==> config.mk <==
export PLATFORM = sky130hd
export DESIGN_NAME = input_port_buffer_flat
export DESIGN_NICKNAME = d
export VERILOG_FILES = /design/src/rtl/input_port_buffer_if.sv /design/src/rtl/input_port_buffer.sv /design/src/flat_wrapper.sv
export SDC_FILE = /design/constraint.sdc
export NUM_CORES = 1
export LEC_CHECK = 0
export BUFFER_PORTS_ARGS = -buffer_cell sky130_fd_sc_hd__buf_2
export CORE_ASPECT_RATIO = 1.2
export CORE_MARGIN = 8
export CORE_UTILIZATION = 45
export DETAILED_ROUTE_END_ITERATION = 6
export GPL_TIMING_DRIVEN = 0
export PLACE_DENSITY = 0.68
export RECOVER_POWER = 100
export SLEW_MARGIN = 0
export SYNTH_ARGS = -nofsm -noshare
export SYNTH_HDL_FRONTEND = slang
export SYNTH_SLANG_ARGS = --single-unit
==> constraint.sdc <==
create_clock -name clk -period 2.5 [get_ports clk]
set_clock_uncertainty 0.1 [all_clocks]
set_input_delay 0.125 -clock clk [delete_from_list [all_inputs] [get_ports clk]]
set_output_delay 0.125 -clock clk [all_outputs]
set_load 0.005 [all_outputs]
==> src/rtl/input_port_buffer_if.sv <==
// Handshake and data bundle between an upstream link, one input-port
// buffer, the switch allocator and the crossbar. The master side drives
// the inputs into the buffer (flits in, allocator grant); the slave side is
// the buffer itself.
interface input_port_buffer_if #(
    parameter int DATA_W = 32
) ();
    logic              in_valid;
    logic              in_ready;
    logic [DATA_W+1:0] in_flit;
    logic              buffer_req;
    logic              buffer_grant;
    logic [2:0]        buffer_dport;
    logic [DATA_W+1:0] out_flit;
    logic              out_fire;
    logic              err;

    modport master (
        output in_valid, in_flit, buffer_grant,
        input  in_ready, buffer_req, buffer_dport, out_flit, out_fire, err
    );

    modport slave (
        input  in_valid, in_flit, buffer_grant,
        output in_ready, buffer_req, buffer_dport, out_flit, out_fire, err
    );
endinterface

==> src/rtl/input_port_buffer.sv <==
// Router input-port flit buffer. Flits are queued in a small FIFO; when a
// head (or single) flit reaches the front, its XY route is latched and the
// buffer requests the switch allocator until the packet's tail has left.
// Non-head flits reaching the front with no packet open are discarded and
// flagged with a one-cycle error pulse.
module input_port_buffer #(
    parameter int DATA_W  = 32,
    parameter int DEPTH   = 4,
    parameter int COORD_W = 2,
    parameter int X_ADDR  = 0,
    parameter int Y_ADDR  = 0
) (
    input  logic                 clk,
    input  logic                 rst,
    input_port_buffer_if.slave   io_port
);
    localparam int FLIT_W = DATA_W + 2;
    localparam int PTR_W  = $clog2(DEPTH);

    localparam logic [COORD_W-1:0] LP_X     = COORD_W'(X_ADDR);
    localparam logic [COORD_W-1:0] LP_Y     = COORD_W'(Y_ADDR);
    localparam logic [PTR_W:0]     LP_DEPTH = (PTR_W+1)'(DEPTH);

    // Bit 0 set marks a packet start, bit 1 set marks a packet end.
    typedef enum logic [1:0] {
        FT_BODY   = 2'b00,
        FT_HEAD   = 2'b01,
        FT_TAIL   = 2'b10,
        FT_SINGLE = 2'b11
    } flit_type_e;

    typedef enum logic [2:0] {
        PORT_LOCAL = 3'd0,
        PORT_NORTH = 3'd1,
        PORT_EAST  = 3'd2,
        PORT_SOUTH = 3'd3,
        PORT_WEST  = 3'd4
    } port_e;

    typedef enum logic {
        ST_IDLE,
        ST_ACTIVE
    } state_e;

    logic [FLIT_W-1:0]  r_mem [DEPTH];
    logic [PTR_W-1:0]   r_wr_ptr;
    logic [PTR_W-1:0]   r_rd_ptr;
    logic [PTR_W:0]     r_count;
    state_e             r_state;
    port_e              r_dport;
    logic               r_err;

    logic [FLIT_W-1:0]  w_head;
    flit_type_e         w_head_type;
    logic [COORD_W-1:0] w_dest_x;
    logic [COORD_W-1:0] w_dest_y;
    port_e              w_route;
    logic               w_empty;
    logic               w_full;
    logic               w_push;
    logic               w_pop;
    logic               w_req;
    logic               w_fire;
    logic               w_drop;

    assign w_head      = r_mem[r_rd_ptr];
    assign w_head_type = flit_type_e'(w_head[FLIT_W-1 -: 2]);
    assign w_dest_x    = w_head[COORD_W-1:0];
    assign w_dest_y    = w_head[2*COORD_W-1:COORD_W];

    assign w_empty = (r_count == '0);
    // At full a simultaneous pop does not open a slot in the same cycle.
    assign w_full  = (r_count == LP_DEPTH);
    assign w_push  = io_port.in_valid && !w_full;

    assign w_req   = (r_state == ST_ACTIVE) && !w_empty;
    assign w_fire  = w_req && io_port.buffer_grant;
    // A front flit that cannot start a packet while idle is an orphan.
    assign w_drop  = (r_state == ST_IDLE) && !w_empty && !w_head_type[0];
    assign w_pop   = w_fire || w_drop;

    assign io_port.in_ready     = !w_full;
    assign io_port.buffer_req   = w_req;
    assign io_port.buffer_dport = r_dport;
    assign io_port.out_flit     = w_head;
    assign io_port.out_fire     = w_fire;
    assign io_port.err          = r_err;

    // XY dimension-order route of the flit at the FIFO front.
    always_comb begin
        // NOTE: default first so every path assigns w_route and no latch is inferred.
        w_route = PORT_LOCAL;
        if (w_dest_x > LP_X) begin
            w_route = PORT_EAST;
        end else if (w_dest_x < LP_X) begin
            w_route = PORT_WEST;
        end else if (w_dest_y > LP_Y) begin
            w_route = PORT_NORTH;
        end else if (w_dest_y < LP_Y) begin
            w_route = PORT_SOUTH;
        end
    end

    // Flit storage write port.
    always_ff @(posedge clk) begin
        // NOTE: storage is not reset; occupancy is tracked by the count, so stale entries are never read as valid.
        if (w_push) begin
            r_mem[r_wr_ptr] <= io_port.in_flit;
        end
    end

    // FIFO pointers and occupancy.
    always_ff @(posedge clk or negedge rst) begin
        if (!rst) begin
            r_wr_ptr <= '0;
            r_rd_ptr <= '0;
            r_count  <= '0;
        end else begin
            // NOTE: non-blocking assignments so every register sees pre-edge values.
            if (w_push) begin
                r_wr_ptr <= r_wr_ptr + 1'b1;
            end
            if (w_pop) begin
                r_rd_ptr <= r_rd_ptr + 1'b1;
            end
            case ({w_push, w_pop})
                2'b10:   r_count <= r_count + 1'b1;
                2'b01:   r_count <= r_count - 1'b1;
                default: r_count <= r_count;
            endcase
        end
    end

    // Packet state machine: route latch on head, release on tail departure.
    always_ff @(posedge clk or negedge rst) begin
        if (!rst) begin
            r_state <= ST_IDLE;
            r_dport <= PORT_LOCAL;
            r_err   <= 1'b0;
        end else begin
            r_err <= w_drop;
            case (r_state)
                ST_IDLE: begin
                    if (!w_empty && w_head_type[0]) begin
                        r_dport <= w_route;
                        r_state <= ST_ACTIVE;
                    end
                end
                ST_ACTIVE: begin
                    if (w_fire && w_head_type[1]) begin
                        r_state <= ST_IDLE;
                    end
                end
                default: r_state <= ST_IDLE;
            endcase
        end
    end
endmodule

==> src/flat_wrapper.sv <==
// flat-port wrapper written by rule: the top's interface ports become plain ports
module input_port_buffer_flat 
#(
    parameter int DATA_W  = 32,
    parameter int DEPTH   = 4,
    parameter int COORD_W = 2,
    parameter int X_ADDR  = 0,
    parameter int Y_ADDR  = 0
)
  (clk, rst, io_port_in_valid, io_port_in_flit, io_port_buffer_grant, io_port_in_ready, io_port_buffer_req, io_port_buffer_dport, io_port_out_flit, io_port_out_fire, io_port_err);
  input_port_buffer_if #(.DATA_W(DATA_W)) io_port_i ();
  input  logic clk;
  input  logic rst;
  input wire logic [$bits(io_port_i.in_valid)-1:0] io_port_in_valid;
  input wire logic [$bits(io_port_i.in_flit)-1:0] io_port_in_flit;
  input wire logic [$bits(io_port_i.buffer_grant)-1:0] io_port_buffer_grant;
  output wire logic [$bits(io_port_i.in_ready)-1:0] io_port_in_ready;
  output wire logic [$bits(io_port_i.buffer_req)-1:0] io_port_buffer_req;
  output wire logic [$bits(io_port_i.buffer_dport)-1:0] io_port_buffer_dport;
  output wire logic [$bits(io_port_i.out_flit)-1:0] io_port_out_flit;
  output wire logic [$bits(io_port_i.out_fire)-1:0] io_port_out_fire;
  output wire logic [$bits(io_port_i.err)-1:0] io_port_err;
  assign io_port_i.in_valid = io_port_in_valid;
  assign io_port_i.in_flit = io_port_in_flit;
  assign io_port_i.buffer_grant = io_port_buffer_grant;
  assign io_port_in_ready = io_port_i.in_ready;
  assign io_port_buffer_req = io_port_i.buffer_req;
  assign io_port_buffer_dport = io_port_i.buffer_dport;
  assign io_port_out_flit = io_port_i.out_flit;
  assign io_port_out_fire = io_port_i.out_fire;
  assign io_port_err = io_port_i.err;
  input_port_buffer #(.DATA_W(DATA_W), .DEPTH(DEPTH), .COORD_W(COORD_W), .X_ADDR(X_ADDR), .Y_ADDR(Y_ADDR)) u_core (.clk(clk), .rst(rst), .io_port(io_port_i));
endmodule
==> out/results.ini <==
[layout]
layout-drive-gt1-share = 0.3265
area_growth_pct = 28.76
final_nets = 423
final_area_mm2 = 0.007131
final_common_cell = edfxtp_1
fin_util = 0.5914
layout_common_cells = edfxtp_1, buf_2, clkbuf_1
multi_input_comb_area_mm2 = 0.001114
n_antenna_cell = 0
regArea_mm2 = 0.004360
final_cells = 553
fillers = 930

[logic_synthesis]
synthCells = 240
synth_edf_count = 136
synthesis.nets = 284
seq_area_frac_synth = 0.7872
yosysWarnings = 0
ys_seq_elements = 147
avgSynthCellArea_um2 = 23.07
synth_area_mm2 = 0.005538
yosysUniqueCellTypes = 34
async_reset_ff_frac = 0.07483
synth_flop_cell = edfxtp_1

[grt]
grt_overflow_total = 0
gr-usage-all-layers = 0.1375
grt_pass1_wl_um = 16050
grt_max_degree = 24
first_global_vias = 3053
antenna_found_initial = 0

[min_path]
hp-class = input pin to register
worst_hold_path.num_cells = 3

[die]
start_util = 0.4593
rows = 44
die_area_mm2 = 0.01613
top_level_ports = 79
die_h_um = 137.5
core_mm2 = 0.01206
die_width_um = 117.3

[sta]
fin_setup_tns_ps = 0
grt_setup_unrepaired = yes
fin_crit_sh = 0.9604
hold_ws_ps = 69.96
finalCriticalPeriod_ps = 2401
slew_violations = 0
final-hold-violation-count = 0
slew_headroom = 0.4165
max_slew.worst_pin.slew_ps = 875.3
finalSetupViolCount = 0
worst_slack_ps = 99.02
clock.fmax_mhz = 416.5

[setup_path]
critical_path_class = register to register
reg2reg_depth = 9
path_max_fanout = 4
endpoint_kind = register
worst_ep_arrival_time_ps = 2620
cp_data_required_time_ps = 2720
startpoint_type = register

[clocking]
root_buffer = clkbuf_16
cts.sinks = 147
cts_tree = built
cts_inserted_buffers = 17
h-tree-depth = 4
cts_buffer_depth = 2
clock_latency_ps = 400
path_clk_slew_ps = 60

[power]
p_leak_nw = 2.509
power.total_mw = 8.395
p_seq_frac = 0.413
p_comb_frac = 0.297
switching_share = 0.2839
power_frac_clock = 0.290
p_int_mw = 6.011
switching_power_mw = 2.384
ir_drop_mv = 0.5798
power_density_mw_per_mm2 = 1177

[status]
outcome = finished clean

[detailed_routing]
drt-initial-drc-count = 114
via_per_inst = 4.944
avgRoutedWirePerCell_um = 18.45
drc = 0
detail-route-antenna-nets = 0
routed_wl_um = 10200
via_count = 2734
firstDrtPassIters = 4

[placed_design]
dp_hpwl_um = 6347
postPlaceCellArea_mm2 = 0.006223
place.gp.congestion = 0.7056
placed_cells = 482
place.port_buffers = 77
pre_cts_ws_ps = -296.2

[run]
drv_cap = 0

[final timing paths]
check	start	to	slack, ps
worst max-delay path	u_core.r_rd_ptr[0]$_DFFE_PN0N_	u_core.r_count[2]$_DFFE_PN0P_	100
worst min-delay path	io_port_in_valid	u_core.r_wr_ptr[0]$_DFFE_PN0P_	70
worst max register to register	u_core.r_rd_ptr[0]$_DFFE_PN0N_	u_core.r_count[2]$_DFFE_PN0P_	100
worst min register to register	u_core.r_count[2]$_DFFE_PN0P_	u_core.r_count[2]$_DFFE_PN0P_	430
max in group asynchronous	rst	u_core.r_rd_ptr[1]$_DFFE_PN0N_	1700
min in group asynchronous	rst	u_core.r_wr_ptr[0]$_DFFE_PN0P_	160
[critical path, cell delays in order, from the launching register on]
cell	delay, ps
dfrtp_1	360
buf_8	110
mux4_2	540
o31ai_4	220
ha_2	230
inv_2	40
fa_2	320
xor2_1	140
nor2_1	110
xor2_1	150
[per-layer routing]
| layer | GRT usage | routed length (um) |
|---|---|---|
| met1 | 0.1655 | 4258 |
| met2 | 0.2277 | 5303 |
| met3 | 0.04167 | 566 |
| met4 | 0.05132 | 74 |
| met5 | 0 | 0 |
[area by class of cell]
class | instances | area share
inverters | 9 | 0.004738
repair buffers | 121 | 0.1095
plain buffers | 8 | 0.008247
flip-flops and latches | 147 | 0.6115
multi-input cells | 75 | 0.1562
clock buffers | 17 | 0.05966
clock inverters | 15 | 0.02193
well taps | 161 | 0.02825
[cells in the mapped netlist, types with 2 or more instances]
| master | number | area, um2 |
|---|---|---|
| inv_1 | 9 | 33.78 |
| and3_1 | 4 | 25.02 |
| buf_2 | 4 | 20.02 |
| dfrtp_1 | 11 | 275.3 |
| o31ai_1 | 2 | 15.01 |
| or3_1 | 2 | 12.51 |
| xor2_1 | 3 | 26.28 |
| xnor2_1 | 2 | 17.52 |
| nand2b_1 | 2 | 12.51 |
| mux4_2 | 33 | 743.2 |
| buf_1 | 2 | 7.510 |
| nor3_1 | 2 | 10.01 |
| nor2_1 | 3 | 11.26 |
| edfxtp_1 | 136 | 4084 |
| ha_1 | 5 | 62.56 |
| mux2_2 | 2 | 22.52 |
[flip-flops by register name, summed over array words and instances (netlist names)]
register,count
u_core.io_port.buffer_dport,2
u_core.io_port.err,1
u_core.r_count,3
u_core.r_mem,136
u_core.r_rd_ptr,2
u_core.r_state,1
u_core.r_wr_ptr,2
[power by group through the flow]
stage          combinational, mW  clock, mW  sequential, mW
6_report                    2.49       2.44            3.47
5_1_grt                     2.75       2.59            3.51
4_1_cts                     2.62       2.49            3.47
3_5_place_dp                2.52          0            3.48
3_3_place_gp                2.39          0            3.48
2_1_floorplan               1.54          0            3.45
[cells by family after synthesis]
group | synth area share
AND/OR/NAND/NOR | 0.01943
adder cells (fa/ha/maj) | 0.01491
flip-flops | 0.7872
buffers and inverters | 0.01514
multiplexers | 0.1448
other | 0.0006772
XOR/XNOR | 0.007909
AO/OA/AOI/OAI | 0.009941
[repair_timing]
| item | CTS | global route |
|---|---|---|
| endpoints found under the hold margin | 147 | 0 |
| setup buffers | 5 | 0 |
| resized for setup | 6 | 3 |
| pin swaps | 2 | 0 |
| endpoints found under the setup margin | 22 | 19 |
| cloned | 0 | 0 |
| hold buffers | 35 | 0 |
No activity file was read; power rests on OpenSTA's default activity.
